File: config.mk
export PLATFORM = sky130hd
export DESIGN_NAME = scan_frame_capture
export DESIGN_NICKNAME = d
export VERILOG_FILES = /design/src/rtl/scan_frame_capture.sv
export SDC_FILE = /design/constraint.sdc
export NUM_CORES = 1
export LEC_CHECK = 0
export BUFFER_PORTS_ARGS = -buffer_cell sky130_fd_sc_hd__buf_4
export CAP_MARGIN = 15
export CORE_MARGIN = 2
export CORE_UTILIZATION = 60
export CTS_BUF_LIST = sky130_fd_sc_hd__clkbuf_8
export DETAILED_ROUTE_END_ITERATION = 12
export PLACE_DENSITY = 0.9
export SLEW_MARGIN = 20
export SYNTH_ARGS = -nofsm -noshare
export SYNTH_HDL_FRONTEND = slang
export SYNTH_SLANG_ARGS = --single-unit
export TNS_END_PERCENT = 100
File: constraint.sdc
create_clock -name clk -period 2.8 [get_ports clk]
set_input_delay 0.42 -clock clk [delete_from_list [all_inputs] [get_ports clk]]
set_output_delay 0.42 -clock clk [all_outputs]
set_load 0.005 [all_outputs]
File: src/rtl/scan_frame_capture.sv
// scan_frame_capture: debounces a multiplexed 8-digit BCD scan and captures
// each complete left-to-right pass as one 32-bit frame with a dp mask.
module scan_frame_capture #(
    parameter int STABLE_CYCLES = 4
) (
    input  logic        clk,
    input  logic        reset,
    input  logic [7:0]  digit,
    input  logic [3:0]  bcd,
    input  logic        dp,
    input  logic        frame_ack,
    output logic [31:0] frame,
    output logic [7:0]  dp_mask,
    output logic        frame_valid,
    output logic        frame_err,
    output logic [7:0]  err_cnt
);
    typedef enum logic [1:0] {IDLE, COLLECT, HOLD} state_t;
    state_t      state_q, state_d;
    logic [7:0]  dig_q;
    logic [3:0]  bcd_q;
    logic        dp_q;
    logic [3:0]  stab_q;
    logic [7:0]  exp_q, exp_d;
    logic [31:0] sh_q, sh_d, frame_q, frame_d;
    logic [7:0]  shdp_q, shdp_d, mask_q, mask_d;
    logic [7:0]  cnt_q, cnt_d;
    logic        valid_q, valid_d, err_q, err_d;
    logic        chg, acc, bad, start, next, done;

    // acc fires on the edge where the stability count reaches STABLE_CYCLES;
    // blank (all-zero) digits never count as an accept.
    assign chg   = {digit, bcd, dp} != {dig_q, bcd_q, dp_q};
    assign acc   = !chg && stab_q == 4'(STABLE_CYCLES - 1) && dig_q != 8'h00;
    assign bad   = bcd_q > 4'd9;
    assign start = acc && dig_q == 8'h80 && !bad && state_q != HOLD;
    assign next  = acc && state_q == COLLECT && dig_q == exp_q && !bad;
    assign done  = next && exp_q[0];

    always_ff @(posedge clk or negedge reset) begin
        if (!reset) begin
            dig_q  <= 8'h00;
            bcd_q  <= 4'h0;
            dp_q   <= 1'b0;
            stab_q <= 4'h0;
        end else if (chg) begin
            {dig_q, bcd_q, dp_q} <= {digit, bcd, dp};
            stab_q <= 4'd1;
        end else if (stab_q != 4'hF) begin
            stab_q <= stab_q + 4'd1;
        end
    end

    always_ff @(posedge clk or negedge reset) begin
        if (!reset) begin
            state_q <= IDLE;
            exp_q   <= 8'h00;
            sh_q    <= 32'h0;
            shdp_q  <= 8'h00;
            frame_q <= 32'h0;
            mask_q  <= 8'h00;
            valid_q <= 1'b0;
            err_q   <= 1'b0;
            cnt_q   <= 8'h00;
        end else begin
            state_q <= state_d;
            exp_q   <= exp_d;
            sh_q    <= sh_d;
            shdp_q  <= shdp_d;
            frame_q <= frame_d;
            mask_q  <= mask_d;
            valid_q <= valid_d;
            err_q   <= err_d;
            cnt_q   <= cnt_d;
        end
    end

    always_comb begin
        state_d = state_q;
        case (state_q)
            IDLE:    if (start) state_d = COLLECT;
            COLLECT: state_d = done ? HOLD : (start || next) ? COLLECT : acc ? IDLE : COLLECT;
            HOLD:    if (frame_ack) state_d = IDLE;
            default: state_d = IDLE;
        endcase
    end

    // An out-of-order leftmost digit both flags an error and restarts the frame.
    always_comb begin
        err_d  = acc && ((state_q == IDLE && dig_q == 8'h80 && bad) || (state_q == COLLECT && !next));
        exp_d  = start ? 8'h40 : next ? exp_q >> 1 : exp_q;
        sh_d   = sh_q;
        shdp_d = shdp_q;
        for (int i = 0; i < 8; i++) begin
            if ((start || next) && dig_q[i]) begin
                sh_d[4*i +: 4] = bcd_q;
                shdp_d[i]      = dp_q;
            end
        end
        frame_d = done ? sh_d : frame_q;
        mask_d  = done ? shdp_d : mask_q;
        valid_d = done || (valid_q && !frame_ack);
        cnt_d   = cnt_q + 8'(err_d && cnt_q != 8'hFF);
    end

    assign frame       = frame_q;
    assign dp_mask     = mask_q;
    assign frame_valid = valid_q;
    assign frame_err   = err_q;
    assign err_cnt     = cnt_q;
endmodule

== Word-level counts from Yosys, hierarchy flattened ==
Cells that the tools add are included.
Storage, ports and cells
  word-level logic and storage cells: 88
  input bits: 16
  register bits after elaboration: 117
Operators by class
  mux-type cells: 26
  equality and inequality tests: 11
  add/sub/neg operators: 2
  $lt $le $gt $ge: 1
  reduce and logical (&&, ||, !) cells: 35
Operators by type and width (count)
  $mux W4: 10
  $logic_and A1 B1 Y1: 23
  $mux W8: 2
  $ne A13 B13 Y1: 1
  $mux W1: 10
  $add A8 B1 Y8: 1
  $eq A8 B8 Y1: 1
  $eq A8 B8 Y1 const B: 1
  $ne A8 B8 Y1 const B: 1
  $reduce_bool A8 Y1: 1
  $mux W2: 3
  $ne A2 B2 Y1 const B: 3
  $pmux W2 S3: 1
  $add A4 B1 Y4 const B: 1
  $eq A4 B2 Y1 const B: 1
  $gt A4 B4 Y1 const B: 1
  $logic_not A1 Y1: 4
  $ne A4 B4 Y1 const B: 1
  $reduce_bool A2 Y1: 2
  $logic_or A1 B1 Y1: 3
  $eq A2 B1 Y1 const B: 1
  $eq A2 B2 Y1 const B: 1
  $logic_not A2 Y1: 1
  $reduce_and A2 Y1: 1

== Longest topological paths before layout ==
Gate-level depths: netlist of the first run.
  depth in word-level cells: 13
  depth in mapped cells: 11
  gate-level depth less buffers: 9

== Worst setup path after synthesis of the first run ==
Ideal clock, no wire load.
  path type: reg-to-reg
  start: register dig_q[6]
  end: register cnt_q[4], in the netlist err_cnt[4]
  path slack: 0.269 ns
  arrival time: 2.408 ns
  buffers on the path: 2
  cell stages (with the launch flop): 12
  data required time: 2.677 ns
  period minus slack after synthesis: 2.531 ns
  path through: dfrtp_1 buf_4 xor2_1 nor4_1 and4_1 buf_4 nand2_1 nor4_1 ha_1 ha_1 nand3_1 xnor2_1
On the way
  cells in the longest elaborated chain, start to end: 13
  elaborated cells on any way between the ends: 18
  those cells by class: add/sub (1); eq/ne (3); reduce/logical (14)
Ends and longest elaborated chain
  from (decl): RTL line 20  | logic [7:0] dig_q;
  from (signal assigned): RTL line 47  | {dig_q, bcd_q, dp_q} <= {digit, bcd, dp};
  $ne A13 B13 Y1: RTL line 33  | assign chg = {digit, bcd, dp} != {dig_q, bcd_q, dp_q};
  $logic_not A1 Y1: RTL line 34  | assign acc = !chg && stab_q == 4'(STABLE_CYCLES - 1) && dig_q != 8'h00;
  $logic_and A1 B1 Y1 (2 in series): RTL line 34
  $logic_and A1 B1 Y1 (3 in series): RTL line 37  | assign next = acc && state_q == COLLECT && dig_q == exp_q && !bad;
  $logic_not A1 Y1: RTL line 90  | err_d = acc && ((state_q == IDLE && dig_q == 8'h80 && bad) || (state_q == COLLECT && !next));
  $logic_and A1 B1 Y1: RTL line 90
  $logic_or A1 B1 Y1: RTL line 90
  $logic_and A1 B1 Y1 (*): RTL line 90
  $logic_and A1 B1 Y1 (*): RTL line 103  | cnt_d = cnt_q + 8'(err_d && cnt_q != 8'hFF);
  $add A8 B1 Y8 (*): RTL line 103
  named net cnt_d[4]: RTL line 27  | logic [7:0] cnt_q, cnt_d;
  to (signal assigned): RTL line 74  | cnt_q <= cnt_d;
  to (decl): RTL line 27
The timed path passes the listed nets; every way through them passes the cells marked *.
A chain may end at the register's enable or synchronous reset.

== Worst setup path after layout of the first run ==
  start: register dp_q
  end: register cnt_q[4], in the netlist err_cnt[4]
On the way
  cells in the longest elaborated chain, start to end: 13
Ends and longest elaborated chain
  from (decl): RTL line 22  | logic dp_q;
  from (signal assigned): RTL line 47
  $ne A13 B13 Y1 (*): RTL line 33
  $logic_not A1 Y1 (*): RTL line 34
  $logic_and A1 B1 Y1 (*) (2 in series): RTL line 34
  $logic_and A1 B1 Y1 (3 in series): RTL line 37
  $logic_not A1 Y1: RTL line 90
  $logic_and A1 B1 Y1: RTL line 90
  $logic_or A1 B1 Y1: RTL line 90
  $logic_and A1 B1 Y1 (*): RTL line 90
  $logic_and A1 B1 Y1 (*): RTL line 103
  $add A8 B1 Y8 (*): RTL line 103
  named net cnt_d[4]: RTL line 27
Marks and branches as above.

==> insert_results.sql, run 1 <==
INSERT INTO impl_metrics (metric_group, metric, value, unit) VALUES
('worst_setup_path', 'end_kind', 'flip-flop', ''),
('die', 'horiz_die_dim', '96.6', 'um'),
('layout', 'nNetsFinal', '460', ''),
('timing', 'min_period', '2.49', 'ns'),
('outcome', 'outcome', 'finished clean', ''),
('worst_setup_path', 'worst-r2r-setup-slack', '0.31', 'ns'),
('worst_setup_path', 'worst-endpoint-required', '3.07', 'ns'),
('grt', 'via_count_of_the_first_global_routing_pass', '3398', ''),
('route', 'route.detailed.vias_per_inst', '5.87', ''),
('timing', 'tightest_slew', '0.632', 'ns'),
('synth', 'syn_inst', '382', ''),
('timing', 'worst_slew_margin_rel', '0.578', ''),
('synth', 'synth_warnings', '0', ''),
('job', 'drv.max_cap_violation_count', '0', ''),
('worst_setup_path', 'worst-endpoint-arrival', '2.76', 'ns'),
('worst_setup_path', 'worstPathMaxFanout', '4', ''),
('timing', 'setup_repair_after_global_routing_missed_its_margin', 'false', ''),
('worst_setup_path', 'critPathLaunch', 'dp_q', ''),
('clock_tree', 'cts_post_setup_buffers_inserted', '0', ''),
('power', 'p_leak', '3.07', 'nW'),
('place', 'post-dp-hpwl', '7280', 'um'),
('timing', 'min_period_over_period', '0.890', ''),
('grt', 'grt_start_max_net_pins', '66', ''),
('timing', 'finalHoldViolCount', '0', ''),
('grt', 'grt_total_usage', '0.239', ''),
('worst_setup_path', 'worst_path_cell_chain', 'xor2_1, nor4_1, and4_1, nand2_1, nor4_1, ha_1, ha_1, nand3_1, xnor2_1', ''),
('clock_tree', 'clock-sinks', '111', ''),
('synth', 'post_synth_num_cell_types', '40', ''),
('synth', 'syn-num-nets', '401', ''),
('timing', 'postLayoutSetupSlackWorst', '0.309', 'ns'),
('route', 'total_detailed_routing_wirelength', '10600', 'um'),
('clock_tree', 'clkSlewWorstSetupHoldPaths', '0.10', 'ns'),
('clock_tree', 'htree_num_levels', '3', ''),
('grt', 'grt_overflow', '0', ''),
('die', 'fp.coreArea', '0.00826', 'mm2'),
('worst_setup_path', 'number_of_cells_traversed_by_the_worst_register_to_register_path', '9', ''),
('worst_setup_path', 'path_class', 'reg -> reg', ''),
('synth', 'netlist_area_before_placement', '0.00515', 'mm2'),
('synth', 'postSynthRegisterBits', '111', ''),
('grt', 'antenna_violations_before_repair', '0', ''),
('clock_tree', 'max-clock-path-buffers', '2', ''),
('place', 'gp_congestion', '0.922', ''),
('grt', 'grt_first_pass_wirelength', '17900', 'um'),
('worst_setup_path', 'reg2reg_to', 'err_cnt[4]', ''),
('power', 'vdd.ir_drop.worst', '0.374', 'mV'),
('clock_tree', 'tritoncts', 'done', ''),
('timing', 'timing.final.max_slew_violations', '0', ''),
('route', 'vias', '3233', ''),
('die', 'die_h', '96.6', 'um'),
('clock_tree', 'post_cts_resize_count', '0', ''),
('worst_setup_path', 'cpPeakStageDelay', '0.44', 'ns'),
('layout', 'drive_gt1_frac', '0.480', ''),
('timing', 'setup_viol_count_final', '0', ''),
('clock_tree', 'ctsRootBufferMaster', 'sky130_fd_sc_hd__clkbuf_8', ''),
('worst_setup_path', 'critical-path-top-delay-family', 'simple AND/OR/NAND/NOR gates', ''),
('layout', 'antenna-diode-count', '0', ''),
('place', 'buffer_ports.inserted', '65', ''),
('clock_tree', 'cts_hold_buf', '0', ''),
('synth', 'seq_area_frac_synth', '0.540', ''),
('worst_setup_path', 'cp_slowest_cell', 'sky130_fd_sc_hd__nor4_1', ''),
('worst_setup_path', 'setup.worst_path.start_class', 'flip-flop', ''),
('timing', 'clock-skew-final', '0.00714', 'ns'),
('power', 'power.density_cell_area', '461', 'mW/mm2'),
('clock_tree', 'cts_made_buffers', '9', ''),
('worst_hold_path', 'hold_class', 'in -> async', ''),
('die', 'floorplan.die_area', '0.00933', 'mm2'),
('route', 'first_iter_violations', '261', ''),
('die', 'num_io_pins', '66', ''),
('synth', 'synth.avg_cell_area', '13.5', 'um2'),
('layout', 'area_growth_syn_to_layout', '15.3', '%'),
('route', 'drtAntennaViolNets', '0', ''),
('place', 'place_ws', '0.164', 'ns'),
('worst_setup_path', 'critical_path_buf_inv_count', '0', ''),
('route', 'routedWlPerCell', '19.2', 'um'),
('worst_setup_path', 'regToRegStartpoint', 'dp_q', ''),
('timing', 'max_clock_freq', '402', 'MHz'),
('clock_tree', 'worstSkewPairLatency', '0.37', 'ns'),
('timing', 'fin_setup_tns', '0', 'ns'),
('die', 'placementRows', '33', ''),
('die', 'initial_utilization', '0.623', ''),
('route', 'pre_antenna_drt_iters', '4', ''),
('route', 'detail_route.drc_violations', '0', '');
-- through the flow --
stage               hold slack [ns]  cells  area, um2  total power [mW]   util
floorplan                     0.124    382       5150              1.74      -
global placement              0.462    535       5730              1.81  0.694
detailed placement            0.470    535       5730              1.82  0.694
CTS                          0.0582    551       5940              2.76  0.719
global route                 0.0777    551       5940              2.85  0.719
finish                       0.0403    551       5940              2.74  0.719
-- state kept, by name (all words and copies together), names as in the netlist --
register and count:
stab_q 4, frame_valid 1, dp_mask 8, state_q 2, frame 32, exp_q 7
bcd_q 4, shdp_q 7, err_cnt 8, dp_q 1, sh_q 28, frame_err 1
dig_q 8
-- where the power goes --
| group | total [mW] | internal [mW] | switching [mW] |
|---|---|---|---|
| registers | 1.63 | 1.61 | 0.0174 |
| logic | 0.156 | 0.0664 | 0.0900 |
| clock network | 0.953 | 0.408 | 0.544 |
| total | 2.74 | 2.09 | 0.652 |
-- worst max path at each step --
stage | to | slack (ns) | cells past startpoint
floorplan | err_cnt[4] | 0.27 | 11
global placement | err_cnt[4] | 0.21 | 10
detailed placement | err_cnt[4] | 0.16 | 10
CTS | err_cnt[4] | 0.28 | 9
global route | err_cnt[4] | 0.12 | 10
finish | err_cnt[4] | 0.31 | 9
-- layout by cell type, fill, tap and decap left out, types with 8 or more instances in the layout --
cell type / netlist / layout
sky130_fd_sc_hd__nand3_1: 9 / 9
sky130_fd_sc_hd__clkbuf_8: 0 / 12
sky130_fd_sc_hd__mux2_4: 23 / 23
sky130_fd_sc_hd__buf_4: 3 / 84
sky130_fd_sc_hd__nor2_1: 9 / 9
sky130_fd_sc_hd__xor2_1: 21 / 21
sky130_fd_sc_hd__dfrtp_1: 111 / 111
sky130_fd_sc_hd__mux2_2: 82 / 82
sky130_fd_sc_hd__nor3_1: 8 / 8
sky130_fd_sc_hd__nand2_1: 8 / 8
-- cell families after synthesis --
| group | Yosys count | share of synthesized area |
|---|---|---|
| xor+xnor | 27 | 0.0460 |
| simple gates | 66 | 0.0783 |
| flops | 111 | 0.540 |
| mux | 107 | 0.250 |
| buf+inv | 40 | 0.0401 |
| compound gates | 28 | 0.0382 |
| fa+ha+maj | 3 | 0.00729 |
-- cells in the mapped netlist (all sizes together) --
library cell  number  share of area
nand2              8         0.0058
a31oi              2         0.0036
nand4              7         0.0085
o31ai              7          0.010
nor2               9         0.0066
o21a               2         0.0029
mux2i              2         0.0039
o2111ai            4         0.0068
mux2             105           0.25
inv                3         0.0022
a211oi             1         0.0015
clkbuf            23          0.017
or3b               1         0.0017
ha                 3         0.0073
xnor2              6          0.010
buf               14          0.021
nor4               6         0.0097
a311o              1         0.0019
nor4b              1         0.0017
nand3              9         0.0088
nor3              10          0.012
o21ai              4         0.0039
nand4b             2         0.0063
nand2b             6         0.0073
dfrtp            111           0.54
a21oi              6         0.0058
and4               3         0.0053
xor2              21          0.036
and2               1         0.0012
o21bai             1         0.0015
and3               3         0.0036
-- routing by layer --
| layer | wire, um | up-vias | track usage |
|---|---|---|---|
| met5 | 0 | - | 0 |
| met4 | 119 | 0 | 0.0498 |
| met3 | 510 | 8 | 0.0470 |
| met2 | 5230 | 104 | 0.397 |
| met1 | 4710 | 1653 | 0.331 |
| li1 | - | 1468 | - |
-- layout make-up --
| type | instances | area [um2] |
|---|---|---|
| clock inverters | 4 | 37.5 |
| well taps | 105 | 131 |
| fillers | 551 | 2320 |
| inverters | 3 | 11.3 |
| multi-input cells | 231 | 2160 |
| flip-flops and latches | 111 | 2780 |
| clock buffers | 12 | 165 |
| repair buffers | 85 | 651 |
Note: power is estimated with default switching activity, not from simulation.
==> run 2, diff against run 1 <==
--- a/config.mk
+++ b/config.mk
@@ -6,12 +6,12 @@
 export NUM_CORES = 1
 export LEC_CHECK = 0
 export BUFFER_PORTS_ARGS = -buffer_cell sky130_fd_sc_hd__buf_4
-export CAP_MARGIN = 15
+export CAP_MARGIN = 5
 export CORE_MARGIN = 2
-export CORE_UTILIZATION = 60
+export CORE_UTILIZATION = 55
 export CTS_BUF_LIST = sky130_fd_sc_hd__clkbuf_8
 export DETAILED_ROUTE_END_ITERATION = 12
-export PLACE_DENSITY = 0.9
+export PLACE_DENSITY_LB_ADDON = 0.3
 export SLEW_MARGIN = 20
 export SYNTH_ARGS = -nofsm -noshare
 export SYNTH_HDL_FRONTEND = slang
==> run 2 against run 1 <==
Final cell count increased by 1.5%. Largest power group unchanged. Highest routed layer unchanged. Final area about the same. First-iteration DRC count is 45% lower. Clock-buffer cell count down 3. Largest cell class unchanged.
==> insert_results.sql, run 2 (synthesized netlist as in run 1, its figures left out) <==
INSERT INTO impl_metrics (metric_group, metric, value, unit) VALUES
('outcome', 'outcome', 'finished clean', ''),
('worst_setup_path', 'number_of_cells_traversed_by_the_worst_register_to_register_path', '10', ''),
('die', 'horiz_die_dim', '101', 'um'),
('route', 'detail_route.drc_violations', '0', ''),
('timing', 'min_period', '2.59', 'ns'),
('place', 'postPlaceCellArea', '0.00576', 'mm2'),
('layout', 'layout_commonest_cell', 'sky130_fd_sc_hd__dfrtp_1', ''),
('place', 'buffer_ports.inserted', '65', ''),
('grt', 'antenna_violations_before_repair', '0', ''),
('worst_hold_path', 'hold_class', 'in -> async', ''),
('power', 'vdd.ir_drop.worst', '0.312', 'mV'),
('worst_setup_path', 'cpPeakStageDelay', '0.46', 'ns'),
('place', 'gp_congestion', '0.862', ''),
('grt', 'grt_first_pass_wirelength', '17000', 'um'),
('timing', 'setup_viol_count_final', '0', ''),
('layout', 'nNetsFinal', '463', ''),
('power', 'p_leak', '3.06', 'nW'),
('layout', 'layout.cell_area.non_filler', '0.00593', 'mm2'),
('layout', 'drive_gt1_frac', '0.480', ''),
('clock_tree', 'worstSkewPairLatency', '0.39', 'ns'),
('worst_setup_path', 'setup.worst_path.start_class', 'flip-flop', ''),
('worst_setup_path', 'worst-r2r-setup-slack', '0.21', 'ns'),
('die', 'num_io_pins', '66', ''),
('route', 'routed-wl-met3', '467', 'um'),
('timing', 'worst_slew_margin_rel', '0.579', ''),
('timing', 'timing.final.max_slew_violations', '0', ''),
('worst_setup_path', 'cp_slowest_cell', 'sky130_fd_sc_hd__nor4b_1', ''),
('route', 'total_detailed_routing_wirelength', '10300', 'um'),
('job', 'drv.max_cap_violation_count', '0', ''),
('layout', 'mostFrequentLayoutCells', '111 x sky130_fd_sc_hd__dfrtp_1, 87 x sky130_fd_sc_hd__buf_4, 82 x sky130_fd_sc_hd__mux2_2, 23 x sky130_fd_sc_hd__mux2_4, 21 x sky130_fd_sc_hd__xor2_1', ''),
('route', 'top_layer', 'met4', ''),
('route', 'first_iter_violations', '143', ''),
('route', 'routedWlPerCell', '18.4', 'um'),
('layout', 'antenna-diode-count', '0', ''),
('clock_tree', 'clock-sinks', '111', ''),
('clock_tree', 'htree_num_levels', '3', ''),
('power', 'power.density_cell_area', '449', 'mW/mm2'),
('timing', 'setup_repair_after_global_routing_missed_its_margin', 'false', ''),
('timing', 'finalHoldViolCount', '0', ''),
('clock_tree', 'ctsRootBufferMaster', 'sky130_fd_sc_hd__clkbuf_8', ''),
('clock_tree', 'tritoncts', 'done', ''),
('die', 'die_h', '101', 'um'),
('timing', 'tightest_slew', '0.631', 'ns'),
('route', 'met1_wire_length', '4540', 'um'),
('timing', 'max_clock_freq', '386', 'MHz'),
('route', 'route.met2.wl', '5170', 'um'),
('route', 'vias', '3178', ''),
('worst_setup_path', 'worst-endpoint-arrival', '2.86', 'ns'),
('die', 'fp.coreArea', '0.00915', 'mm2'),
('clock_tree', 'post_cts_resize_count', '0', ''),
('worst_setup_path', 'worst-endpoint-required', '3.07', 'ns'),
('worst_setup_path', 'critical-path-top-delay-family', 'simple AND/OR/NAND/NOR gates', ''),
('clock_tree', 'cts_made_buffers', '9', ''),
('clock_tree', 'clkSlewWorstSetupHoldPaths', '0.10', 'ns'),
('grt', 'via_count_of_the_first_global_routing_pass', '3267', ''),
('route', 'route.detailed.vias_per_inst', '5.69', ''),
('timing', 'clock-skew-final', '0.0112', 'ns'),
('route', 'pre_antenna_drt_iters', '7', ''),
('die', 'placementRows', '35', ''),
('timing', 'min_period_over_period', '0.925', ''),
('clock_tree', 'cts_post_setup_buffers_inserted', '0', ''),
('worst_setup_path', 'worst_path_cell_chain', 'buf_4, nor4b_1, nand3_1, nor2_1, a21oi_1, nor4_1, ha_1, ha_1, nand3_1, xnor2_1', ''),
('grt', 'grt_start_max_net_pins', '63', ''),
('clock_tree', 'max-clock-path-buffers', '2', ''),
('grt', 'grt_total_usage', '0.220', ''),
('grt', 'grt_overflow', '0', ''),
('timing', 'fin_setup_tns', '0', 'ns'),
('worst_setup_path', 'timing.critical_path.depth', '10', ''),
('place', 'post-dp-hpwl', '7120', 'um'),
('die', 'initial_utilization', '0.562', ''),
('worst_setup_path', 'path_class', 'reg -> reg', ''),
('layout', 'area_growth_syn_to_layout', '15.3', '%'),
('layout', 'largest_reg_flops', '32', ''),
('clock_tree', 'cts_hold_buf', '0', ''),
('route', 'drtAntennaViolNets', '0', ''),
('die', 'floorplan.die_area', '0.0101', 'mm2'),
('worst_setup_path', 'worstPathMaxFanout', '9', ''),
('worst_setup_path', 'end_kind', 'flip-flop', ''),
('worst_setup_path', 'critical_path_buf_inv_count', '1', '');
-- run 2: stage by stage --
step                total power, mW   util  std cells  setup WS, ns  hold slack, ns
finish                         2.66  0.648        559         0.209          0.0474
global route                   2.76  0.648        559        0.0705          0.0893
CTS                            2.69  0.648        559         0.220          0.0683
detailed placement             1.82  0.630        544         0.191           0.485
global placement               1.82  0.630        544         0.294           0.477
floorplan                      1.74      -        382         0.269           0.124
-- run 2: metal layers --
layer	global-route usage	vias up
met4	0.0769	0
met1	0.293	1620
li1	-	1473
met5	0	-
met2	0.359	77
met3	0.0458	8
-- run 2: path summary, 6_finish.rpt --
path	to	from
hold reg to reg	sh_q[29]	sh_q[29]
setup reg to reg	err_cnt[4]	dig_q[1]
max in group asynchronous	frame[26]	reset
setup / recovery	err_cnt[4]	dig_q[1]
min in group clk	bcd_q[0]	bcd[0]
hold / removal	err_cnt[3]	reset
-- run 2: cell type report --
cell class / count / area, um2
inverters: 3 / 11.3
well taps: 111 / 139
clock inverters: 6 / 47.5
flip-flops and latches: 111 / 2780
repair buffers: 88 / 673
fillers: 690 / 3220
clock buffers: 9 / 124
multi-input cells: 231 / 2160
-- run 2: report_power, final --
group	internal [mW]	switching [mW]
logic	0.0672	0.0891
clock network	0.327	0.550
registers	1.61	0.0172
total	2.01	0.656
